[src/rtl/id_ex_stage_pkg.sv]
`default_nettype none
// ============================================================================
// Module      : id_ex_stage_pkg
// Description : Shared widths, ALU-op encodings, zero-register index and
//               bubble control vector for the ID/EX pipeline stage.
// Revision    : 1.0 - initial release
// ============================================================================
package id_ex_stage_pkg;

    localparam int C_DATA_W  = 32;
    localparam int C_REG_AW  = 5;
    localparam int C_ALUOP_W = 4;

    // ALU operation encodings carried on ex_alu_op
    localparam logic [C_ALUOP_W-1:0] C_ALU_ADD = 4'd0;
    localparam logic [C_ALUOP_W-1:0] C_ALU_SUB = 4'd1;
    localparam logic [C_ALUOP_W-1:0] C_ALU_AND = 4'd2;
    localparam logic [C_ALUOP_W-1:0] C_ALU_OR  = 4'd3;
    localparam logic [C_ALUOP_W-1:0] C_ALU_XOR = 4'd4;
    localparam logic [C_ALUOP_W-1:0] C_ALU_SLT = 4'd5;
    localparam logic [C_ALUOP_W-1:0] C_ALU_SLL = 4'd6;
    localparam logic [C_ALUOP_W-1:0] C_ALU_SRL = 4'd7;
    localparam logic [C_ALUOP_W-1:0] C_ALU_SRA = 4'd8;

    // Register x0 is hard-wired to zero, so it never forwards or hazards
    localparam logic [C_REG_AW-1:0] C_ZERO_REG = '0;

    typedef struct packed {
        logic reg_write;
        logic mem_read;
        logic mem_write;
        logic mem_to_reg;
        logic alu_src;
        logic branch;
    } ctrl_t;

    // A bubble must never write a register or memory
    localparam ctrl_t C_BUBBLE_CTRL = '0;

endpackage
`default_nettype wire

[src/rtl/id_hazard_detect.sv]
`default_nettype none
// ============================================================================
// Module      : id_hazard_detect
// Description : Combinational load-use hazard detection for the ID/EX stage.
//               A flush suppresses the stall since the ID instruction is dead.
// Revision    : 1.0 - initial release
// ============================================================================
module id_hazard_detect
    import id_ex_stage_pkg::*;
#(
    parameter int REG_AW = C_REG_AW
) (
    input  logic              i_id_valid,
    input  logic [REG_AW-1:0] i_id_rs1,
    input  logic [REG_AW-1:0] i_id_rs2,
    input  logic              i_id_use_rs1,
    input  logic              i_id_use_rs2,
    input  logic              i_ex_valid,
    input  logic              i_ex_mem_read,
    input  logic [REG_AW-1:0] i_ex_rd,
    input  logic              i_flush,
    output logic              o_haz,
    output logic              o_stall
);

    localparam logic [REG_AW-1:0] c_zero = REG_AW'(C_ZERO_REG);

    logic w_rs1_hit;
    logic w_rs2_hit;

    // Load in EX whose destination is read by the instruction in ID
    always_comb begin
        w_rs1_hit = i_id_use_rs1 && (i_ex_rd == i_id_rs1);
        w_rs2_hit = i_id_use_rs2 && (i_ex_rd == i_id_rs2);
        o_haz     = i_id_valid && i_ex_valid && i_ex_mem_read &&
                    (i_ex_rd != c_zero) && (w_rs1_hit || w_rs2_hit);
        o_stall   = o_haz && !i_flush;
    end

endmodule
`default_nettype wire

[src/rtl/id_ex_stage.sv]
`default_nettype none
// ============================================================================
// Module      : id_ex_stage
// Description : ID/EX pipeline register with write-back bypass into the
//               register-file operands, load-use stall/bubble insertion,
//               branch flush and a saturating stall-cycle counter.
// Revision    : 1.0 - initial release
// ============================================================================
module id_ex_stage
    import id_ex_stage_pkg::*;
#(
    parameter int DATA_W  = C_DATA_W,
    parameter int REG_AW  = C_REG_AW,
    parameter int ALUOP_W = C_ALUOP_W,
    parameter int CNT_W   = 16
) (
    input  logic               clk,
    input  logic               rst_n,
    input  logic               id_valid,
    input  logic [REG_AW-1:0]  id_rs1,
    input  logic [REG_AW-1:0]  id_rs2,
    input  logic [REG_AW-1:0]  id_rd,
    input  logic               id_use_rs1,
    input  logic               id_use_rs2,
    input  logic [DATA_W-1:0]  id_rdata1,
    input  logic [DATA_W-1:0]  id_rdata2,
    input  logic [DATA_W-1:0]  id_imm,
    input  logic               id_reg_write,
    input  logic               id_mem_read,
    input  logic               id_mem_write,
    input  logic               id_mem_to_reg,
    input  logic               id_alu_src,
    input  logic               id_branch,
    input  logic [ALUOP_W-1:0] id_alu_op,
    input  logic               wb_reg_write,
    input  logic [REG_AW-1:0]  wb_rd,
    input  logic [DATA_W-1:0]  wb_data,
    input  logic               flush,
    output logic               stall,
    output logic               ex_valid,
    output logic [REG_AW-1:0]  ex_rs1,
    output logic [REG_AW-1:0]  ex_rs2,
    output logic [REG_AW-1:0]  ex_rd,
    output logic [DATA_W-1:0]  ex_op1,
    output logic [DATA_W-1:0]  ex_op2,
    output logic [DATA_W-1:0]  ex_imm,
    output logic               ex_reg_write,
    output logic               ex_mem_read,
    output logic               ex_mem_write,
    output logic               ex_mem_to_reg,
    output logic               ex_alu_src,
    output logic               ex_branch,
    output logic [ALUOP_W-1:0] ex_alu_op,
    output logic [CNT_W-1:0]   stall_cnt
);

    localparam logic [REG_AW-1:0] c_zero = REG_AW'(C_ZERO_REG);

    logic               w_haz;
    logic               w_stall;
    logic [DATA_W-1:0]  w_op1;
    logic [DATA_W-1:0]  w_op2;
    ctrl_t              w_id_ctrl;

    logic               r_valid;
    logic [REG_AW-1:0]  r_rs1;
    logic [REG_AW-1:0]  r_rs2;
    logic [REG_AW-1:0]  r_rd;
    logic [DATA_W-1:0]  r_op1;
    logic [DATA_W-1:0]  r_op2;
    logic [DATA_W-1:0]  r_imm;
    ctrl_t              r_ctrl;
    logic [ALUOP_W-1:0] r_alu_op;
    logic [CNT_W-1:0]   r_cnt;

    id_hazard_detect #(
        .REG_AW (REG_AW)
    ) u_hazard (
        .i_id_valid    (id_valid),
        .i_id_rs1      (id_rs1),
        .i_id_rs2      (id_rs2),
        .i_id_use_rs1  (id_use_rs1),
        .i_id_use_rs2  (id_use_rs2),
        .i_ex_valid    (r_valid),
        .i_ex_mem_read (r_ctrl.mem_read),
        .i_ex_rd       (r_rd),
        .i_flush       (flush),
        .o_haz         (w_haz),
        .o_stall       (w_stall)
    );

    // Register file has no write-through, so forward a same-cycle write-back
    always_comb begin
        w_op1 = id_rdata1;
        w_op2 = id_rdata2;
        if (wb_reg_write && (wb_rd != c_zero) && (wb_rd == id_rs1)) begin
            w_op1 = wb_data;
        end
        if (wb_reg_write && (wb_rd != c_zero) && (wb_rd == id_rs2)) begin
            w_op2 = wb_data;
        end
    end

    // Gather the decoded control bits into one vector
    always_comb begin
        w_id_ctrl            = C_BUBBLE_CTRL;
        w_id_ctrl.reg_write  = id_reg_write;
        w_id_ctrl.mem_read   = id_mem_read;
        w_id_ctrl.mem_write  = id_mem_write;
        w_id_ctrl.mem_to_reg = id_mem_to_reg;
        w_id_ctrl.alu_src    = id_alu_src;
        w_id_ctrl.branch     = id_branch;
    end

    // Pipeline register: flush or hazard loads a bubble, else take ID
    always_ff @(posedge clk or negedge rst_n) begin
        if (!rst_n) begin
            r_valid  <= 1'b0;
            r_rs1    <= '0;
            r_rs2    <= '0;
            r_rd     <= '0;
            r_op1    <= '0;
            r_op2    <= '0;
            r_imm    <= '0;
            r_ctrl   <= C_BUBBLE_CTRL;
            r_alu_op <= '0;
        end else if (flush || w_haz) begin
            r_valid  <= 1'b0;
            r_rs1    <= '0;
            r_rs2    <= '0;
            r_rd     <= '0;
            r_op1    <= '0;
            r_op2    <= '0;
            r_imm    <= '0;
            r_ctrl   <= C_BUBBLE_CTRL;
            r_alu_op <= '0;
        end else begin
            r_valid  <= id_valid;
            r_rs1    <= id_rs1;
            r_rs2    <= id_rs2;
            r_rd     <= id_rd;
            r_op1    <= w_op1;
            r_op2    <= w_op2;
            r_imm    <= id_imm;
            r_ctrl   <= id_valid ? w_id_ctrl : C_BUBBLE_CTRL;
            r_alu_op <= id_valid ? id_alu_op : '0;
        end
    end

    // Saturating count of load-use stall cycles
    always_ff @(posedge clk or negedge rst_n) begin
        if (!rst_n) begin
            r_cnt <= '0;
        end else if (w_stall && (r_cnt != {CNT_W{1'b1}})) begin
            r_cnt <= r_cnt + 1'b1;
        end
    end

    assign stall         = w_stall;
    assign ex_valid      = r_valid;
    assign ex_rs1        = r_rs1;
    assign ex_rs2        = r_rs2;
    assign ex_rd         = r_rd;
    assign ex_op1        = r_op1;
    assign ex_op2        = r_op2;
    assign ex_imm        = r_imm;
    assign ex_reg_write  = r_ctrl.reg_write;
    assign ex_mem_read   = r_ctrl.mem_read;
    assign ex_mem_write  = r_ctrl.mem_write;
    assign ex_mem_to_reg = r_ctrl.mem_to_reg;
    assign ex_alu_src    = r_ctrl.alu_src;
    assign ex_branch     = r_ctrl.branch;
    assign ex_alu_op     = r_alu_op;
    assign stall_cnt     = r_cnt;

endmodule
`default_nettype wire

[config.mk]
export PLATFORM = sky130hd
export DESIGN_NAME = id_ex_stage
export DESIGN_NICKNAME = d
export VERILOG_FILES = /design/src/rtl/id_ex_stage_pkg.sv /design/src/rtl/id_hazard_detect.sv /design/src/rtl/id_ex_stage.sv
export SDC_FILE = /design/constraint.sdc
export NUM_CORES = 1
export LEC_CHECK = 0
export ABC_AREA = 1
export CAP_MARGIN = 20
export CELL_PAD_IN_SITES_DETAIL_PLACEMENT = 1
export CELL_PAD_IN_SITES_GLOBAL_PLACEMENT = 2
export CORE_MARGIN = 4
export CORE_UTILIZATION = 23
export DETAILED_ROUTE_END_ITERATION = 7
export PLACE_DENSITY = 0.82
export SLEW_MARGIN = 40
export SYNTH_ARGS = -nofsm -noshare
export SYNTH_HDL_FRONTEND = slang
export SYNTH_SLANG_ARGS = --single-unit
[constraint.sdc]
create_clock -name clk -period 2.9 [get_ports clk]
set_input_delay 0.58 -clock clk [delete_from_list [all_inputs] [get_ports clk]]
set_output_delay 0.58 -clock clk [all_outputs]
set_load 0.03 [all_outputs]
# == Word-level counts from Yosys, hierarchy flattened ==
# Index checks and enable logic that the tools add are counted.
# word_totals
reg_bits,138
# op_classes
n_addsub,1
eq_ne,5
mux,13
n_reduce_logical,16
# ops
operator,n
$mux W32,5
$eq A5 B5 Y1,4
$add A16 B1 Y16 const B,1
$ne A16 B16 Y1 const B,1
$mux W5,3
$mux W6,2
$logic_and A1 B1 Y1,11
$reduce_bool A5 Y1,2
$mux W4,2
$logic_or A1 B1 Y1,2
$logic_not A1 Y1,1
$mux W1,1

# == Depth between registers and ports, before layout ==
# Gate-level depths: netlist of run 1.
# logic_depth
ltp_word,6
ltp_mapped,11
ltp_nobuf,10

# == Hierarchy ==
# A second synthesis of run 1 with hierarchy kept.
# unflattened
hier_cells,813
area_unflattened_um2,6497.5
# modules_own_cells
mod,instances,cells_each,area_each_um2
id_ex_stage,1,753,6254.7
id_hazard_detect,1,60,242.7

# == Worst setup path before layout of run 1 ==
# Ideal clock, no wire load.
# synth_timing
kind,register -> output
startpoint,register r_rd[3] (netlist: ex_rd[3])
endpoint,output stall
t_arrival_ps,1334
required_time_ps,2320
setup_slack_ps,986
stages_incl_launch_ff,9
path_buffers,0
path_cell_list,dfrtp_1 -> inv_1 -> nand2_1 -> nand2_1 -> nor2_1 -> nand3_1 -> nand2_1 -> nand3_1 -> inv_1
# synth_between
elab_chain_cells,5
elab_cells_between_ends,9
cone_classes,2 x eq/ne; 7 x reduce/logical
# synth_lines
element,line,text
from (decl),id_ex_stage.sv:68,logic [REG_AW-1:0] r_rd;
from (signal assigned),id_ex_stage.sv:141,r_rd <= id_rd;
"$eq A5 B5 Y1, on equally long branches","id_hazard_detect.sv:33, id_hazard_detect.sv:34",
"$logic_and A1 B1 Y1, on equally long branches","id_hazard_detect.sv:33, id_hazard_detect.sv:34",
$logic_or A1 B1 Y1,id_hazard_detect.sv:36,(i_ex_rd != c_zero) && (w_rs1_hit || w_rs2_hit);
$logic_and A1 B1 Y1 (*),id_hazard_detect.sv:36,
$logic_and A1 B1 Y1 (*),id_hazard_detect.sv:37,o_stall = o_haz && !i_flush;
to (decl),id_ex_stage.sv:39,"output logic stall,"
# Mark *: on every way between the ends. The rest lies on a longest branch, timed or not.

# == Worst setup path in the final report of run 1 ==
# layout_timing
startpoint,input id_rs1[1]
endpoint,output stall
# layout_between
elab_chain_cells,5
# layout_lines
element,line,text
from (decl),id_ex_stage.sv:20,"input logic [REG_AW-1:0] id_rs1,"
$eq A5 B5 Y1,id_hazard_detect.sv:33,w_rs1_hit = i_id_use_rs1 && (i_ex_rd == i_id_rs1);
$logic_and A1 B1 Y1,id_hazard_detect.sv:33,
$logic_or A1 B1 Y1,id_hazard_detect.sv:36,
$logic_and A1 B1 Y1,id_hazard_detect.sv:36,
$logic_and A1 B1 Y1,id_hazard_detect.sv:37,
# Every way passes these cells.

==> impl_metrics.py, run 1 <==
metrics = {
    "timing": {
        "skew_ns": 0.0129,
        "hold_ws_ns": 0.503,
        "period_minus_slack_ns": 2.65,
        "worst_pin_slew_ns": 0.492,
        "period_share": 0.912,
        "slew_headroom": 0.672,
        "setup_viol": 0,
        "drv_slew": 0,
        "setup_tns_ns": 0,
        "hold_viol": 0,
        "rsz0062_at_grt": "no",
        "fmax_ghz": 0.378,
    },
    "pwr": {
        "power_frac_seq": 0.388,
        "power_density_nw_per_um2": 530,
        "peakVddDrop_uv": 278,
        "internal_power_mw": 3.70,
        "combPwrFrac": 0.175,
        "p_sw_mw": 1.57,
        "clock_power_share": 0.437,
        "p_leak_nw": 4.58,
        "swShare": 0.299,
    },
    "finish": {
        "regArea_sq_um": 3450,
        "drive_above_1_share": 0.0580,
        "fin_cells": 1312,
        "nets": 1135,
        "area_growth_pct": 70.2,
        "insertedDiodeCount": 0,
        "multiInputGateArea_sq_um": 1980,
        "nFillCells": 2905,
    },
    "grt": {
        "grt_max_degree": 84,
        "grt_usage": 0.167,
        "antenna_found_initial": 0,
        "grt_overflow": 0,
        "grt_pass1_vias": 6177,
        "grt_pass1_wl_um": 36400,
    },
    "routing": {
        "wl_per_cell_um": 17.9,
        "routed_wl_um": 23500,
        "wl_met3_um": 1890,
        "remaining_drc_errors": 0,
        "met2_length_um": 11400,
        "avgViaCountPerCell": 4.32,
        "drtPass1Iterations": 4,
        "top_layer": "met4",
        "drt_iter0_drc": 213,
        "wirelength_met1_um": 9740,
        "antenna_left": 0,
        "via_count": 5674,
    },
    "synth": {
        "syn_nets": 831,
        "syn-cell-area_sq_um": 5840,
        "syn-mean-instance-area_sq_um": 8.78,
        "synthTopCellsByArea": "dfrtp_1 59%, nand2_1 11%, nand3_1 6.5%",
        "synthArstFlopShare": 1.00,
        "ys_seq_elements": 138,
        "ys.flop_type": "dfrtp_1",
        "synth_cells": 665,
        "synth_commonest_cells": "173 x nand2_1, 138 x dfrtp_1, 81 x nor2_1",
        "ys_warn_count": 0,
        "yosys.area.top_type": "dfrtp_1",
        "yosysSeqAreaShare": 0.591,
        "synth-edff-count": 0,
        "synth_cell_types": 20,
        "synth_top_area_frac": 0.591,
        "synth.most_common_cell": "nand2_1",
    },
    "clock_tree": {
        "cts_max_path_buffers": 2,
        "cts_tree": "done",
        "cts_root_buf": "clkbuf_16",
        "htree_levels": 4,
        "clkLatencyLatePin_ns": 0.42,
        "clock_sinks": 138,
        "cts_made_buffers": 17,
        "path_clk_slew_ns": 0.07,
        "postCtsSetupRepairBufs": 0,
    },
    "critical_path": {
        "max_stage_delay_ns": 0.53,
        "cp_top_family": "buffers and inverters",
        "crit_buf_inv": 4,
        "path_cells": "clkdlybuf4s50_1 -> inv_1 -> nand2_1 -> nand2_1 -> nor2_1 -> nand3_1 -> nand2_1 -> nand3_1 -> inv_1 -> buf_4",
        "crit_path_start_kind": "input port",
        "crit_type": "in -> out",
        "required_ns": 2.32,
        "crit_slowest_cell": "clkdlybuf4s50_1",
        "path_common_cell": "nand2_1",
        "arrival_ns": 2.07,
        "end_kind": "output pin",
        "crit_path_max_fanout": 3,
    },
    "placed_design": {
        "gp_congestion": 0.756,
        "dp_hpwl_um": 17300,
        "io_buffers": 303,
        "dp.cells": 1279,
    },
    "job": {
        "maxCapViolations": 0,
    },
    "outcome": {
        "status": "finished, final reports clean",
    },
    "floorplan": {
        "coreArea_sq_um": 25100,
        "die_x_um": 167,
        "die_h_um": 167,
        "row_count": 58,
        "initial_core_util": 0.233,
        "num_io_pins": 304,
        "die-area_sq_um": 28000,
    },
    "hold_path": {
        "hold_path.class": "in -> async",
    },
}
==> layout by cell type (no fill, tap or decap) <==
cell type,synthesis,routed
a21oi_1,64,64
buf_12,0,7
buf_4,10,9
buf_6,0,1
bufinv_16,0,1
clkbuf_16,0,17
clkdlybuf4s50_1,0,301
clkinv_8,0,4
dfrtp_1,138,138
dlygate4sd3_1,0,1
ha_1,1,1
inv_1,61,61
inv_6,0,6
inv_8,0,4
nand2_1,173,172
nand2_4,0,1
nand3_1,76,76
nand3_2,1,1
nand3b_1,2,2
nand4_1,4,4
nor2_1,81,80
nor2_2,3,4
nor2_4,1,1
nor3_2,1,1
o21ai_1,1,1
o21bai_1,1,1
xnor2_1,12,12
xor2_1,11,11
==> per-layer routing <==
layer  up-vias  GRT usage
met4         0     0.0515
met1      2755      0.203
li1       2684          -
met2       209      0.280
met3        26     0.0574
met5         -          0
==> path summary, 6_finish.rpt <==
check,from,endpoint,slack (ns),cells after the start
setup / recovery,id_rs1[1],stall,0.25,10
hold / removal,rst_n,ex_rs2[1],0.50,2
min in group clk,stall_cnt[4],stall_cnt[4],0.55,2
max in group asynchronous,rst_n,ex_op2[15],1.74,3
hold reg to reg,stall_cnt[4],stall_cnt[4],0.55,2
setup reg to reg,stall_cnt[0],stall_cnt[10],1.08,8
==> cell families (layout without fill, tap and decap cells) <==
family                   after synthesis  after routing  synth area share
AND/OR/NAND/NOR                      342            342             0.244
buffers and inverters                 95            412            0.0711
XOR/XNOR                              23             23            0.0345
adder cells (fa/ha/maj)                1              1           0.00214
AO/OA/AOI/OAI                         66             66            0.0570
flip-flops                           138            138             0.591
==> cell type report <==
class,instances,area share
well taps,330,0.0416
multi-input cells,432,0.199
repair buffers,319,0.326
inverters,61,0.0230
clock buffers,17,0.0428
flip-flops and latches,138,0.348
clock inverters,15,0.0194
==> through the flow <==
step	util	instance area, sq um	total power [mW]	setup slack, ns
6_report	0.396	9940	5.27	0.254
4_1_cts	0.396	9940	5.36	0.181
3_3_place_gp	0.371	9310	3.01	0.247
2_1_floorplan	-	5840	2.45	0.986
3_5_place_dp	0.371	9310	3.02	0.183
5_1_grt	0.396	9940	5.51	0.0804
==> power by group through the flow <==
stage / logic (mW) / registers, mW / clock network [mW]
3_3_place_gp: 0.932 / 2.08 / 0
2_1_floorplan: 0.182 / 2.27 / 0
6_report: 0.924 / 2.04 / 2.30
5_1_grt: 0.992 / 2.05 / 2.46
4_1_cts: 0.942 / 2.04 / 2.38
3_5_place_dp: 0.937 / 2.08 / 0
==> repair_timing <==
item | CTS | global route
resized for setup | 0 | 0
endpoints found under the setup margin | 0 | 0
hold buffers | 1 | 0
hold endpoints to repair | 1 | 0
Note: power is estimated with default switching activity, not from simulation.
==> run 2: changes to the inputs <==
==> constraint.sdc (replaced) <==
create_clock -name clk -period 2.9 [get_ports clk]
set_input_delay 0.87 -clock clk [delete_from_list [all_inputs] [get_ports clk]]
set_output_delay 0.87 -clock clk [all_outputs]
set_load 0.03 [all_outputs]
==> run 2 against run 1 <==
Effect of this change: critical path depth unchanged; register-to-register slack got worse by 0.71 ns; clock power hardly changed; count of clock-buffer cells in the layout is the same; die area unchanged; cell count is 2.4% higher; wire length up 2.6%; sequential power is essentially flat; global-route usage grew 0.42 points; critical endpoint unchanged; largest power group unchanged.
==> impl_metrics.py, run 2 (synthesis results as in run 1) <==
metrics = {
    "timing": {
        "slew_headroom": 0.617,
        "worst_pin_slew_ns": 0.575,
        "skew_ns": 0.0115,
        "drv_slew": 0,
        "period_minus_slack_ns": 2.78,
        "period_share": 0.960,
        "fmax_ghz": 0.359,
        "timing.final.ws_setup_ns": 0.116,
        "setup_viol": 0,
        "hold_viol": 0,
    },
    "routing": {
        "avgViaCountPerCell": 4.32,
        "remaining_drc_errors": 0,
        "wl_per_cell_um": 18.0,
        "antenna_left": 0,
        "via_count": 5809,
        "drt_iter0_drc": 241,
        "routed_wl_um": 24100,
        "drtPass1Iterations": 4,
    },
    "clock_tree": {
        "clock_sinks": 138,
        "htree_levels": 4,
        "cts_max_path_buffers": 2,
        "clkLatencyLatePin_ns": 0.42,
        "cts_root_buf": "clkbuf_16",
        "path_clk_slew_ns": 0.07,
        "postCtsHoldBufs": 0,
        "cts_tree": "done",
        "cts_made_buffers": 17,
    },
    "floorplan": {
        "num_io_pins": 304,
        "die_x_um": 167,
        "die_h_um": 167,
        "coreArea_sq_um": 25100,
        "die-area_sq_um": 28000,
        "initial_core_util": 0.233,
        "row_count": 58,
    },
    "outcome": {
        "status": "finished, final reports clean",
    },
    "finish": {
        "insertedDiodeCount": 0,
        "fin_cells": 1344,
        "drive_above_1_share": 0.101,
        "nets": 1167,
        "area_growth_pct": 75.0,
        "final_common_cell": "clkdlybuf4s50_1",
        "final_cell_mix": "288 x clkdlybuf4s50_1, 171 x nand2_1, 138 x dfrtp_1",
    },
    "grt": {
        "grt_pass1_wl_um": 37200,
        "grt_usage": 0.171,
        "antenna_found_initial": 0,
        "grt_max_degree": 58,
        "grt_overflow": 0,
        "grt_pass1_vias": 6277,
    },
    "critical_path": {
        "end_kind": "output pin",
        "arrival_ns": 1.91,
        "required_ns": 2.03,
        "crit_type": "in -> out",
        "r2r_slack_ns": 0.37,
        "crit_path_max_fanout": 3,
        "crit_path_start_kind": "input port",
    },
    "hold_path": {
        "hold_path.class": "in -> async",
    },
    "placed_design": {
        "io_buffers": 303,
        "pre_cts_slack_ns": -0.327,
        "dp.cells": 1304,
        "dp_hpwl_um": 17900,
        "gp_congestion": 0.784,
    },
    "pwr": {
        "peakVddDrop_uv": 306,
        "power_density_nw_per_um2": 519,
        "p_leak_nw": 4.76,
    },
    "job": {
        "maxCapViolations": 0,
    },
}
==> run 2: cell count changes in the layout (fill, tap and decap cells not counted), sizes merged <==
| cell | previous run | this run |
|---|---|---|
| clkdlybuf4s15 | 0 | 1 |
| clkdlybuf4s50 | 301 | 288 |
| inv | 71 | 68 |
| clkinv | 4 | 7 |
| buf | 17 | 50 |
| dlygate4sd2 | 0 | 12 |
| dlygate4sd3 | 1 | 0 |
==> run 2: per-layer routing <==
layer / vias to the layer above / part of all wire / GRT usage
met1: 2804 / 0.41 / 0.206
met3: 37 / 0.073 / 0.0512
met4: 0 / 0.030 / 0.0681
li1: 2758 / - / -
met2: 210 / 0.49 / 0.287
met5: - / 0 / 0
==> run 2: area by class of cell <==
type	count	area, sq um
Inverter	61	229
Multi-Input combinational cell	432	2020
Sequential cell	138	3450
Timing Repair Buffer	351	3480
Clock inverter	15	203
Clock buffer	17	425
Fill cell	2923	14900
Tap cell	330	413
==> run 2: what timing repair did <==
action	in CTS	in global routing
endpoints found under the hold margin	0	0
pin swaps	5	0
gates resized for setup	20	7
setup endpoints to repair	1	46
setup buffers	7	1
==> run 2: through the flow <==
stage | instance area [sq um] | setup TNS, ns | hold slack [ns] | utilization | power [mW]
after floorplan | 5840 | 0 | 0.574 | - | 2.45
after detailed placement | 9510 | -0.327 | 0.545 | 0.379 | 3.04
after global placement | 9510 | -0.290 | 0.535 | 0.379 | 3.03
after global routing | 10200 | -0.000563 | 0.435 | 0.407 | 5.56
final | 10200 | 0 | 0.402 | 0.407 | 5.31
after CTS | 10200 | 0 | 0.416 | 0.406 | 5.42
==> run 2: final timing paths <==
kind,to,cells past startpoint,start
worst max register to register,ex_op2[26],18,ex_rd[3]
min in group clk,stall_cnt[4],2,stall_cnt[4]
worst max-delay path,stall,10,id_rs1[3]
worst min register to register,stall_cnt[4],2,stall_cnt[4]
worst min-delay path,ex_rd[3],1,rst_n
max in group asynchronous,ex_op2[31],2,rst_n
==> run 2: where the power goes <==
| part | switching, mW | leakage, nW | internal, mW |
|---|---|---|---|
| logic | 0.503 | 2.65 | 0.449 |
| registers | 0.0306 | 1.80 | 2.01 |
| clock network | 1.06 | 0.304 | 1.25 |
==> run 2: worst max-delay path, stage by stage <==
cell           delay, ns
dlygate4sd2_1       0.26
inv_1               0.07
nand2_1             0.06
nand2_1             0.06
nor2_2              0.11
nand3_1             0.09
nand2_2             0.09
nand3_2             0.09
inv_2               0.08
buf_6               0.12
==> run 3: changes to the inputs <==
==> constraint.sdc (replaced) <==
create_clock -name clk -period 2.9 [get_ports clk]
set_input_delay 0.87 -clock clk [delete_from_list [all_inputs] [get_ports clk]]
set_output_delay 0.87 -clock clk [all_outputs]
set_load 0.01 [all_outputs]
==> run 3 against run 2 <==
Effect of this change: power fell by 2.8%; critical path type unchanged; sequential share of layout area rose by 0.23 points; critical path depth fell by 2; hold slack improved by 0.022 ns; highest routed layer unchanged; non-clock buffer count fell by 7; largest power group unchanged; cell count fell by 0.52%; wire length fell by 1.3%; combinational power fell by 15%; fmax fell by 1.4%.
==> impl_metrics.py, run 3 (synthesis results as in run 1) <==
metrics = {
    "floorplan": {
        "die-area_sq_um": 28000,
        "row_count": 58,
        "initial_core_util": 0.233,
        "num_io_pins": 304,
        "die_h_um": 167,
        "coreArea_sq_um": 25100,
        "die_x_um": 167,
    },
    "grt": {
        "antenna_found_initial": 0,
        "grt_overflow": 0,
        "grt_max_degree": 58,
        "grt_pass1_vias": 6262,
        "grt_usage": 0.169,
        "grt_pass1_wl_um": 37000,
    },
    "placed_design": {
        "io_buffers": 303,
        "dp_hpwl_um": 17700,
        "post_dp_cell_area_sq_um": 9520,
        "gp_congestion": 0.789,
    },
    "clock_tree": {
        "cts_made_buffers": 17,
        "cts_max_path_buffers": 2,
        "clkLatencyLatePin_ns": 0.42,
        "cts_tree": "done",
        "postCtsHoldBufs": 0,
        "path_clk_slew_ns": 0.07,
        "clock_sinks": 138,
        "htree_levels": 4,
        "cts_root_buf": "clkbuf_16",
    },
    "timing": {
        "slew_headroom": 0.589,
        "rsz0062_at_grt": "no",
        "skew_ns": 0.0133,
        "fmax_ghz": 0.354,
        "worst_pin_slew_ns": 0.616,
        "setup_viol": 0,
        "drv_slew": 0,
        "hold_viol": 0,
        "period_share": 0.973,
        "period_minus_slack_ns": 2.82,
        "setup_tns_ns": 0,
    },
    "finish": {
        "area_growth_pct": 73.8,
        "final_area_sq_um": 10200,
        "final_cell_mix": "289 x clkdlybuf4s50_1, 172 x nand2_1, 138 x dfrtp_1",
        "nets": 1160,
        "final_common_cell": "clkdlybuf4s50_1",
        "nFillCells": 2939,
        "insertedDiodeCount": 0,
        "multiInputGateArea_sq_um": 2000,
        "regArea_sq_um": 3450,
        "drive_above_1_share": 0.0884,
    },
    "pwr": {
        "total_power_mw": 5.16,
        "p_leak_nw": 4.72,
        "power_density_nw_per_um2": 508,
        "peakVddDrop_uv": 308,
    },
    "critical_path": {
        "crit_type": "in -> out",
        "r2r_slack_ns": 1.12,
        "crit_path_start_kind": "input port",
        "r2r_cells": 11,
        "arrival_ns": 1.95,
        "crit_path_start": "id_use_rs2",
        "r2r_end": "ex_op2[26]",
        "crit_path_max_fanout": 2,
        "end_kind": "output pin",
        "required_ns": 2.03,
        "timing.rr.start": "ex_rd[4]",
    },
    "routing": {
        "via_count": 5782,
        "drt_iter0_drc": 308,
        "remaining_drc_errors": 0,
        "drtPass1Iterations": 4,
        "routed_wl_um": 23800,
        "antenna_left": 0,
        "wl_per_cell_um": 17.8,
        "avgViaCountPerCell": 4.32,
    },
    "hold_path": {
        "hold_path.class": "in -> async",
    },
    "job": {
        "maxCapViolations": 0,
    },
    "outcome": {
        "status": "finished, final reports clean",
    },
}
[run 3: cell count changes in the layout (fill, tap and decap cells not counted), moves of 2 or more]
cell	change
inv_6	-2
clkinv_8	-5
a21oi_1	+4
inv_8	+2
a21oi_2	-4
clkinvlp_4	+2
buf_4	-8
[run 3: worst max path at each step]
| stage | endpoint | cells after the start |
|---|---|---|
| 2_1_floorplan | stall | 8 |
| 3_3_place_gp | stall | 10 |
| 3_5_place_dp | stall | 10 |
| 4_1_cts | stall | 8 |
| 5_1_grt | stall | 8 |
| 6_report | stall | 8 |
[run 3: routing by layer]
layer / track usage / part of all wire / vias to the layer above / routed length [um]
met2: 0.283 / 0.49 / 205 / 11600
li1: - / - / 2734 / -
met1: 0.210 / 0.42 / 2815 / 10100
met3: 0.0465 / 0.067 / 28 / 1600
met4: 0.0610 / 0.024 / 0 / 580
met5: 0 / 0 / - / 0
[run 3: final cells by class]
type | count | share of cell area
multi-input combinational | 432 | 0.197
sequential | 138 | 0.340
inverter | 61 | 0.0226
tap | 330 | 0.0407
clock inverter | 14 | 0.0177
clock buffer | 18 | 0.0433
timing repair buffer | 344 | 0.339
[run 3: worst max-delay path: stages]
cell	delay [ns]
clkdlybuf4s50_1	0.47
nand2_1	0.07
nor2_2	0.11
nand3_1	0.08
nand2_1	0.09
nand3_2	0.09
inv_2	0.08
buf_6	0.10
[run 3: per-stage QoR]
step                instances  utilization  setup slack [ns]  hold WS, ns
floorplan                 665            -             0.553        0.552
global placement         1304        0.379            -0.658        0.532
detailed placement       1304        0.379            -0.680        0.530
CTS                      1336        0.404           0.00924        0.443
global route             1337        0.404            0.0142        0.454
finish                   1337        0.404            0.0777        0.424
[run 3: power by group]
group          switching (mW)  internal [mW]
clock                   0.974           1.33
combinational           0.359          0.447
sequential             0.0305           2.01
total                    1.36           3.79
[run 3: repair_timing]
| action | in CTS | in global routing |
|---|---|---|
| gates resized for setup | 22 | 1 |
| pin swaps | 4 | 0 |
| setup endpoints to repair | 1 | 1 |
| setup buffers | 0 | 1 |
